===== config.mk =====
export PLATFORM = sky130hd
export DESIGN_NAME = dcache_flush_engine
export DESIGN_NICKNAME = d
export VERILOG_FILES = /design/src/rtl/cache_pkg.sv /design/src/rtl/mem_line_req.sv /design/src/rtl/dcache_flush_engine.sv
export SDC_FILE = /design/constraint.sdc
export NUM_CORES = 1
export LEC_CHECK = 0
export BUFFER_PORTS_ARGS = -buffer_cell sky130_fd_sc_hd__buf_2
export CAP_MARGIN = 20
export CORE_AREA = 2 2 241 243
export DETAILED_ROUTE_END_ITERATION = 10
export DIE_AREA = 0 0 243 245
export HOLD_SLACK_MARGIN = 0.02
export PLACE_DENSITY = 0.52
export SLEW_MARGIN = 30
export SYNTH_ARGS = -nofsm -noshare
export SYNTH_HDL_FRONTEND = slang
export SYNTH_SLANG_ARGS = --single-unit

===== constraint.sdc =====
create_clock -name clk_i -period 5.1 [get_ports clk_i]
set_input_delay 0.255 -clock clk_i [delete_from_list [all_inputs] [get_ports clk_i]]
set_output_delay 0.255 -clock clk_i [all_outputs]
set_load 0.01 [all_outputs]

===== src/rtl/cache_pkg.sv =====
// Shared data-cache definitions: tag word layout, line geometry and flush-engine states.
package cache_pkg;

    localparam int unsigned TAG_VALID_BIT = 23;
    localparam int unsigned TAG_DIRTY_BIT = 22;
    localparam int unsigned TAG_ADDR_MSB  = 21;
    localparam int unsigned LINE_W        = 256;
    localparam int unsigned LINE_OFF_W    = 5;

    typedef enum logic [2:0] {
        StIdle,
        StRead,
        StCheck,
        StWrite,
        StClear,
        StDone
    } flush_state_e;

endpackage


===== src/rtl/mem_line_req.sv =====
// Registered single-line memory write request: captured on load, held until ack.
module mem_line_req #(
    parameter int unsigned ADDR_W = 32,
    parameter int unsigned LINE_W = 256
) (
    input  logic              clk_i,
    input  logic              rst_i,
    input  logic              load_i,
    input  logic [ADDR_W-1:0] addr_i,
    input  logic [LINE_W-1:0] data_i,
    input  logic              ack_i,
    output logic              enable_o,
    output logic              write_o,
    output logic [ADDR_W-1:0] addr_o,
    output logic [LINE_W-1:0] data_o,
    output logic              done_o
);

    logic              enable_q;
    logic [ADDR_W-1:0] addr_q;
    logic [LINE_W-1:0] data_q;

    always_ff @(posedge clk_i or negedge rst_i) begin
        if (!rst_i) begin
            enable_q <= 1'b0;
            addr_q   <= '0;
            data_q   <= '0;
        end else if (load_i) begin
            enable_q <= 1'b1;
            addr_q   <= addr_i;
            data_q   <= data_i;
        end else if (enable_q && ack_i) begin
            // Acks arriving with no request outstanding are ignored.
            enable_q <= 1'b0;
            addr_q   <= '0;
            data_q   <= '0;
        end
    end

    assign enable_o = enable_q;
    assign write_o  = enable_q;
    assign addr_o   = addr_q;
    assign data_o   = data_q;
    assign done_o   = enable_q & ack_i;

endmodule


===== src/rtl/dcache_flush_engine.sv =====
// Walks every cache line, writes valid+dirty lines back to memory and clears their dirty bit.
module dcache_flush_engine #(
    parameter int unsigned NUM_LINES = 32,
    parameter int unsigned INDEX_W   = 5,
    parameter int unsigned TAG_W     = 24,
    parameter int unsigned LINE_W    = 256,
    parameter int unsigned ADDR_W    = 32
) (
    input  logic               clk_i,
    input  logic               rst_i,
    input  logic               flush_start_i,
    output logic               flush_busy_o,
    output logic               flush_done_o,
    output logic [INDEX_W:0]   lines_written_o,
    output logic [INDEX_W-1:0] sram_idx_o,
    input  logic [TAG_W-1:0]   sram_tag_i,
    input  logic [LINE_W-1:0]  sram_data_i,
    output logic               sram_tag_we_o,
    output logic [TAG_W-1:0]   sram_tag_o,
    output logic               mem_enable_o,
    output logic               mem_write_o,
    output logic [ADDR_W-1:0]  mem_addr_o,
    output logic [LINE_W-1:0]  mem_data_o,
    input  logic               mem_ack_i
);
    import cache_pkg::*;

    flush_state_e       state_q, state_d;
    logic [INDEX_W-1:0] idx_q, idx_d;
    logic [INDEX_W:0]   cnt_q, cnt_d;
    logic [TAG_W-1:0]   tag_q, tag_d;
    logic               req_load;
    logic               req_done;
    logic               idx_last;
    logic               line_dirty;
    logic [ADDR_W-1:0]  line_addr;

    assign idx_last   = (idx_q == INDEX_W'(NUM_LINES - 1));
    assign line_dirty = sram_tag_i[TAG_VALID_BIT] & sram_tag_i[TAG_DIRTY_BIT];
    assign line_addr  = ADDR_W'({sram_tag_i[TAG_ADDR_MSB:0], idx_q, LINE_OFF_W'(0)});

    always_ff @(posedge clk_i or negedge rst_i) begin
        if (!rst_i) begin
            state_q <= StIdle;
            idx_q   <= '0;
            cnt_q   <= '0;
            tag_q   <= '0;
        end else begin
            state_q <= state_d;
            idx_q   <= idx_d;
            cnt_q   <= cnt_d;
            tag_q   <= tag_d;
        end
    end

    always_comb begin
        state_d       = state_q;
        idx_d         = idx_q;
        cnt_d         = cnt_q;
        tag_d         = tag_q;
        req_load      = 1'b0;
        sram_tag_we_o = 1'b0;
        flush_done_o  = 1'b0;
        unique case (state_q)
            StIdle: begin
                if (flush_start_i) begin
                    idx_d   = '0;
                    cnt_d   = '0;
                    state_d = StRead;
                end
            end
            StRead: state_d = StCheck;
            StCheck: begin
                tag_d = sram_tag_i;
                if (line_dirty) begin
                    req_load = 1'b1;
                    state_d  = StWrite;
                end else if (idx_last) begin
                    state_d = StDone;
                end else begin
                    idx_d   = idx_q + INDEX_W'(1);
                    state_d = StRead;
                end
            end
            StWrite: begin
                if (req_done) state_d = StClear;
            end
            StClear: begin
                sram_tag_we_o = 1'b1;
                cnt_d         = cnt_q + (INDEX_W + 1)'(1);
                if (idx_last) begin
                    state_d = StDone;
                end else begin
                    idx_d   = idx_q + INDEX_W'(1);
                    state_d = StRead;
                end
            end
            StDone: begin
                flush_done_o = 1'b1;
                state_d      = StIdle;
            end
            default: state_d = StIdle;
        endcase
    end

    // Write-back data is the latched tag with only the dirty bit dropped.
    always_comb begin
        sram_tag_o                = tag_q;
        sram_tag_o[TAG_DIRTY_BIT] = 1'b0;
    end

    assign flush_busy_o    = (state_q != StIdle) && (state_q != StDone);
    assign lines_written_o = cnt_q;
    assign sram_idx_o      = idx_q;

    mem_line_req #(
        .ADDR_W (ADDR_W),
        .LINE_W (LINE_W)
    ) u_req (
        .clk_i    (clk_i),
        .rst_i    (rst_i),
        .load_i   (req_load),
        .addr_i   (line_addr),
        .data_i   (sram_data_i),
        .ack_i    (mem_ack_i),
        .enable_o (mem_enable_o),
        .write_o  (mem_write_o),
        .addr_o   (mem_addr_o),
        .data_o   (mem_data_o),
        .done_o   (req_done)
    );

endmodule


==> summary.txt, run 1 <==
Drt
  – ANT nets after route: 0
  – First-pass detailed-route iteration total: 5
  – Vias/cell: ~4.2
  – Drt total wl: approximately 45,000 um
  – Vias: ~13,000
  – DRC viols: 0
  – DRT iter0 DRCs: slightly above 500
  – WL/cell: 14.9 um

Clocking
  – Num CTS Buffers: 38
  – H-tree depth: 2
  – Post-CTS Setup Inserts: 0
  – Clock sinks: 321
  – Clock buffer depth: 3
  – Root Buffer: clkbuf_16
  – Clk slew on worst S/H paths: about 0.060 ns
  – Cts repair resizes: 0
  – Hold-fix buffers, CTS: 282
  – Clk_lat worst skew: approximately 0.53 ns
  – CTS tree: yes

GRT
  – Initial antenna violation count: 1
  – GRT Total Usage: 0.145
  – Final global-route overflow total: 0
  – Vias in the first global route: ~13,000
  – First-pass GRT wire length: 69,700 um
  – Largest net degree at the start of global routing: 174

Setup path
  – Endpoint class of the critical path: output pin
  – Crit Path Max Fanout: 16
  – Worst path arrival time: approximately 2.1 ns
  – Required @ worst endpoint: between 4 and 5 ns
  – CP startpoint kind: flop
  – R2r startpoint: sram_idx_o[0]
  – CP Class: flop to output pin
  – Reg2reg path depth: 6
  – R2r endpoint: sram_idx_o[3]
  – Reg2reg setup slack: between 3 and 4 ns

Die
  – Die ar.: about 60,000 um^2
  – Horiz. Die Dim: about 240 um
  – Starting Density: 0.227
  – I/O pin count: 612
  – Row count: roughly 90
  – Die Y: between 200 and 250 um
  – Core footprint: between 50,000 and 60,000 um^2

Run
  – Max_cap viols: 0

STA
  – Achievable Freq: 429 MHz
  – Sum Neg Setup Slack: 0 ns
  – Crit path time final: approximately 2.3 ns
  – Slew Viols, Final: 0
  – Clock skew: 0.0110 ns
  – Slew at the pin closest to its max-slew limit: ~0.9 ns
  – RSZ-0062 raised after global routing: false
  – Setup ws final: 2.77 ns
  – Count of final hold-check violations: 0
  – Max transition margin: 0.399
  – Final setup viols: 0
  – Fin crit share: 0.457

Logic synthesis
  – Cell taking the most area after synthesis: dfrtp_1
  – Yosys reg bits: about 320
  – Synth cell types: 38
  – Top FF cell, synth: dfrtp_1
  – Post-synth top area share: 0.621
  – Top cells by area, synth: dfrtp_1 62%, nand2_1 17%, o21ai_0 8.9%
  – Yosys warnings: 0
  – Asr flop ratio synth: 1.00
  – Post-synthesis cell count: 1,371
  – Netlist Area Pre-Place: 12,900 um^2
  – Post-synthesis sequential area ratio: 0.621
  – Post-synth EDFFs: 0
  – Post-synth top cells: 575 x nand2_1, 321 x dfrtp_1, 230 x o21ai_0, 64 x o21ai_1, 46 x clkbuf_1
  – Mean Syn Cell Area: roughly 9.4 um^2
  – Count leader, synth: nand2_1

Layout
  – Fillcell total: about 5,700
  – Area Overhead vs Synth: 60.4%
  – Layout cells sized above 1: 0.322
  – Multi-input logic area: about 4300 um^2
  – Nets: ~2,500
  – Register Area: ~8000 um^2
  – Final non-filler cell area: 20,800 um^2

Min path
  – Worst hold path class: input pin to flop
  – Hold EP: lines_written_o[5]
  – Hold wc startpoint: flush_start_i
  – Worst Hold Depth: 4

Place
  – Dpl ws: ~2.6 ns
  – Placed inst area: roughly 17,000 um^2
  – Port Buffer Count: between 600 and 700
  – Gpl congestion: between 0.8 and 0.9
  – Hpwl dp: slightly below 30,000 um

Power and ir drop
  – P_leak: 10.3 nW
  – Worst IR Drop VDD: approximately 330 uV
  – Cell Pwr Density: around 530 nW/um^2

Outcome
  – Outcome: finished clean
==> critical path: stages (launching register included) <==
cell and delay [ns]:
dfrtp_1 0.57, or3b_2 0.58, inv_1 0.21, buf_2 0.19
==> registers in the layout, summed over array words and instances (netlist names) <==
name	flops
tag_q	23
u_req.enable_o	1
lines_written_o	6
sram_idx_o	5
u_req.data_o	256
u_req.addr_o	27
state_q	3
==> layer usage <==
layer / global-route usage / routed length, um
met1: 0.173 / 18200
met2: 0.247 / 22200
met3: 0.0403 / 2990
met4: 0.0543 / 1410
met5: 0 / 13
==> through the flow <==
stage	power, mW	hold slack (ns)	util	cells
after floorplan	6.09	-0.0406	-	1376
after global placement	7.79	0.151	0.290	2658
after detailed placement	7.88	0.158	0.290	2658
after CTS	11.0	0.0412	0.363	3008
after global routing	11.7	0.0970	0.364	3010
final	10.9	0.0827	0.364	3011
==> final cells by class <==
cell class	instances	share of cell area
Tap cell	765	0.0461
Clock inverter	19	0.0110
Clock buffer	49	0.0538
Antenna cell	1	0.000121
Multi-Input combinational cell	945	0.206
Timing Repair Buffer	907	0.295
Sequential cell	321	0.387
Inverter	4	0.000723
==> how the worst max path moves through the flow <==
stage / slack, ns / end / from / cells past startpoint
global placement: 2.68 / u_req.data_o[194] / state_q[1] / 5
detailed placement: 2.56 / u_req.data_o[236] / state_q[1] / 5
global route: 2.63 / sram_tag_we_o / state_q[0] / 3
CTS: 2.56 / u_req.data_o[119] / state_q[1] / 4
floorplan: 3.31 / sram_idx_o[3] / sram_idx_o[0] / 6
finish: 2.77 / sram_tag_we_o / state_q[0] / 3
==> kinds of logic after synthesis <==
| logic type | share of synthesized area |
|---|---|
| XOR/XNOR | 0.00135 |
| AO/OA/AOI/OAI | 0.124 |
| adder cells (fa/ha/maj) | 0.00290 |
| multiplexers | 0.0200 |
| buffers and inverters | 0.0507 |
| other | 0.000290 |
| AND/OR/NAND/NOR | 0.180 |
| flip-flops | 0.621 |
==> cells in the final DEF (no fill, tap or decap), drive strengths merged, types with 4 or more instances in the layout <==
master / count
nand3: 4
nor2: 5
nand4: 4
inv: 4
conb: 6
dlygate4sd3: 282
mux2: 23
nand2: 575
dfrtp: 321
clkinv: 12
bufinv: 5
o21ai: 294
clkbuf: 49
buf: 625
and3: 4
==> power by group <==
group / internal [mW] / total [mW] / switching, mW
Combinational: 1.58 / 3.78 / 2.20
Clock: 1.80 / 2.89 / 1.09
Sequential: 3.62 / 4.23 / 0.613
Power figures use the tool's default switching activity.
==> run 2: changes to the inputs <==
Settings changed: ABC_AREA from default to 1, CORE_AREA 2 2 241 243 to 2 2 238 240, DIE_AREA 0 0 243 245 to 0 0 240 242, PLACE_DENSITY 0.52 to 0.55.
Clock period 5.1 ns to 2.05 ns, I/O delays scaled along.
==> run 2 against run 1 <==
Net effect:
- combinational power grew to 3.1 times the previous value
- clock-buffer cell count grew 9
- global-route usage grew 2.1 points
- non-clock buffer count grew 18
- clock power grew 130%
- cell area grew 2.4%
- register-to-register slack lost 2.7 ns
- sequential power grew to 2.7 times the previous value
- via count grew 12%
- synthesized cell count grew 6.9%
- highest routed layer is now met4
==> summary.txt, run 2 <==
STA
  – Slew at the pin closest to its max-slew limit: 0.676 ns (was 0.901 ns)
  – Crit path time final: 1.86 ns
  – Count of final hold-check violations: 0 (unchanged)
  – Fin crit share: 0.905
  – Max transition margin: 0.544 (was 0.399)
  – RSZ-0062 raised after global routing: false (unchanged)
  – Sum Neg Setup Slack: 0 ns (unchanged)
  – Slew Viols, Final: 0 (unchanged)
  – Achievable Freq: about 540 MHz
  – Setup ws final: 0.194 ns (was 2.77 ns)
  – Clock skew: 0.0110 ns (about the same)
  – Hold WS: 0.0574 ns (was 0.0827 ns)
  – Final setup viols: 0 (unchanged)

Run
  – Max_cap viols: 0 (unchanged)

GRT
  – Met1 Resource Use GR: 0.197 (was 0.173)
  – Vias in the first global route: 14,300 (was 12,800)
  – Initial antenna violation count: 2 (was 1)
  – Final global-route overflow total: 0 (unchanged)
  – First-pass GRT wire length: 77,500 um (was 69,700 um)
  – Largest net degree at the start of global routing: 96 (was 174)
  – GRT Total Usage: 0.165 (was 0.145)
  – M3 GR Usage: 0.0424 (was 0.0403)
  – Gr busiest metal: met2 (unchanged)
  – Global Route met2 Usage: 0.283 (was 0.247)

Place
  – Port Buffer Count: 605 (unchanged)
  – Placed inst area: 17,200 um^2 (was 16,600 um^2)
  – Dpl ws: 0.446 ns (was 2.56 ns)
  – Gpl congestion: 0.817 (was 0.842)
  – Hpwl dp: 32,500 um (was 29,700 um)
  – Placed insts: 2,737 (was 2,658)

Layout
  – Core Util, Final: 0.382 (was 0.364)
  – Final non-filler cell area: 21,300 um^2 (was 20,800 um^2)
  – Max reg flops: 256 (unchanged)
  – Most common cell after layout, fill and taps aside: buf_2 (unchanged)
  – Area Overhead vs Synth: 59.8% (was 60.4%)
  – Multi-input logic area: 4540 um^2 (was 4290 um^2)
  – Fillcell total: 5,561 (was 5,706)
  – Layout cells sized above 1: 0.305 (was 0.322)
  – Most frequent cells in the layout: 604 x buf_2, 564 x nand3_1, 366 x nand2_1, 321 x dfrtp_1, 281 x dlygate4sd3_1 (was 604 x buf_2, 574 x nand2_1, 321 x dfrtp_1, 282 x dlygate4sd3_1, 230 x o21ai_0)
  – Register Area: 8030 um^2 (unchanged)
  – Nets: 2,590 (was 2,504)
  – Post-route insts no fill: 3,085 (was 3,011)

Power and ir drop
  – P_leak: 11.9 nW (was 10.3 nW)
  – Cell Pwr Density: 1400 nW/um^2 (was 525 nW/um^2)
  – Logic pwr share: 0.398 (was 0.347)
  – Sw Share: 0.393 (was 0.358)
  – Tot Pwr: 29.8 mW (was 10.9 mW)
  – Clock group share of total power: 0.224 (was 0.265)
  – NetSw: 11.7 mW (was 3.90 mW)
  – Worst IR Drop VDD: 750 uV (was 326 uV)
  – Reg power frac: 0.378 (was 0.388)
  – Cell Int Power: 18.1 mW (was 7.00 mW)

Logic synthesis
  – Top FF cell, synth: dfrtp_1 (unchanged)
  – Netlist Area Pre-Place: 13,300 um^2 (was 12,900 um^2)
  – Post-synth EDFFs: 0 (unchanged)
  – Yosys reg bits: 321 (unchanged)
  – Post-synthesis cell count: 1,466 (was 1,371)
  – Mean Syn Cell Area: 9.08 um^2 (was 9.44 um^2)
  – Cell taking the most area after synthesis: dfrtp_1 (unchanged)
  – Count leader, synth: nand3_1 (was nand2_1)
  – Top cells by area, synth: dfrtp_1 60%, nand3_1 21%, nand2_1 10% (was dfrtp_1 62%, nand2_1 17%, o21ai_0 8.9%)
  – Synth cell types: 27 (was 38)
  – Post-synthesis sequential area ratio: 0.603 (was 0.621)
  – Asr flop ratio synth: 1.00 (unchanged)
  – Post-synth top cells: 564 x nand3_1, 367 x nand2_1, 321 x dfrtp_1, 60 x clkbuf_1, 32 x buf_4 (was 575 x nand2_1, 321 x dfrtp_1, 230 x o21ai_0, 64 x o21ai_1, 46 x clkbuf_1)
  – Yosys warnings: 0 (unchanged)
  – Post-synth top area share: 0.603 (was 0.621)

Min path
  – Worst Hold Depth: 5 (was 4)
  – Worst hold path class: input pin to flop (unchanged)

Drt
  – Vias/cell: 4.56 (was 4.18)
  – First-pass detailed-route iteration total: 5 (unchanged)
  – DRC viols: 0 (unchanged)
  – ANT nets after route: 0 (unchanged)
  – Vias: 14,100 (was 12,600)
  – Drt total wl: 49,900 um (was 44,800 um)
  – DRT iter0 DRCs: 771 (was 513)
  – WL/cell: 16.2 um (was 14.9 um)

Setup path
  – Worst path arrival time: 1.75 ns (was 2.08 ns)
  – Crit Path Max Fanout: 5 (was 16)
  – CP Class: flop to output pin (unchanged)
  – Required @ worst endpoint: 1.95 ns (was 4.85 ns)
  – CP startpoint kind: flop (unchanged)
  – Reg2reg setup slack: 0.39 ns (was 3.06 ns)
  – Endpoint class of the critical path: output pin (unchanged)
  – Reg2reg path depth: 7 (was 6)

Clocking
  – Clk_lat worst skew: 0.54 ns (was 0.53 ns)
  – Root Buffer: clkbuf_16 (unchanged)
  – H-tree depth: 2 (unchanged)
  – Num CTS Buffers: 39 (was 38)
  – Clk slew on worst S/H paths: 0.05 ns (was 0.06 ns)
  – Clock sinks: 321 (unchanged)
  – Post-CTS Setup Inserts: 0 (unchanged)
  – Clock buffer depth: 3 (unchanged)
  – CTS tree: yes (unchanged)

Die
  – Die Y: 242 um (was 245 um)
  – Die ar.: 58,100 um^2 (was 59,500 um^2)
  – Starting Density: 0.239 (was 0.227)
  – Row count: 87 (was 88)
  – Core footprint: 55,700 um^2 (was 57,000 um^2)
  – Horiz. Die Dim: 240 um (was 243 um)
  – I/O pin count: 612 (unchanged)

Outcome
  – Outcome: finished clean (unchanged)
run 2: cell count changes after synthesis, sizes merged, moves of 3 or more:
cell    delta
and3       -4
nand2b     -3
nand3    +561
nand2    -207
nor2       +8
inv       +21
mux2      -23
buf       +28
nand4      -3
o21ai    -270
run 2: cell type report:
type / count / area share
flip-flops and latches: 321 / 0.378
clock buffers: 58 / 0.0560
clock inverters: 7 / 0.00194
inverters: 27 / 0.00547
multi-input cells: 989 / 0.214
well taps: 756 / 0.0445
diodes: 2 / 0.000235
repair buffers: 925 / 0.301
run 2: final timing paths:
check	start	end
setup / recovery	state_q[1]	sram_tag_we_o
hold / removal	mem_ack_i	u_req.enable_o
max in group asynchronous	rst_i	u_req.data_o[158]
setup reg to reg	state_q[2]	u_req.data_o[91]
hold reg to reg	tag_q[3]	tag_q[3]
min in group asynchronous	rst_i	u_req.data_o[8]
run 2: cells by family after synthesis:
| group | synth area share |
|---|---|
| and+or+nand+nor | 0.323 |
| xor gates and xnor gates | 0.000658 |
| buffers and inverters | 0.0580 |
| other | 0.000282 |
| adders and majority gates | 0.00282 |
| DFF | 0.603 |
| AOI/OAI and AO/OA | 0.0121 |
run 2: power by group through the flow:
stage	registers, mW	clock network, mW	logic, mW
after global routing	11.6	7.13	13.1
after floorplan	12.6	0	4.56
after global placement	11.1	0	11.4
final	11.3	6.68	11.9
after detailed placement	11.3	0	11.5
after CTS	11.2	6.90	11.9
run 2: worst max-delay path, stage by stage, from the launching register on:
cell and delay [ns]:
dfrtp_1 0.43, nor2_2 0.21, nand2_1 0.19, inv_1 0.21, buf_2 0.17
run 2: metal layers:
metal	part of all wire	up-vias
li1	-	6575
met1	0.40	6739
met2	0.48	618
met3	0.075	125
met4	0.038	0
met5	0	-
run 2: repair_timing:
action	in CTS	in global routing
gates resized for setup	0	1
hold endpoints to repair	465	0
hold buffers	281	0
setup endpoints to repair	0	1
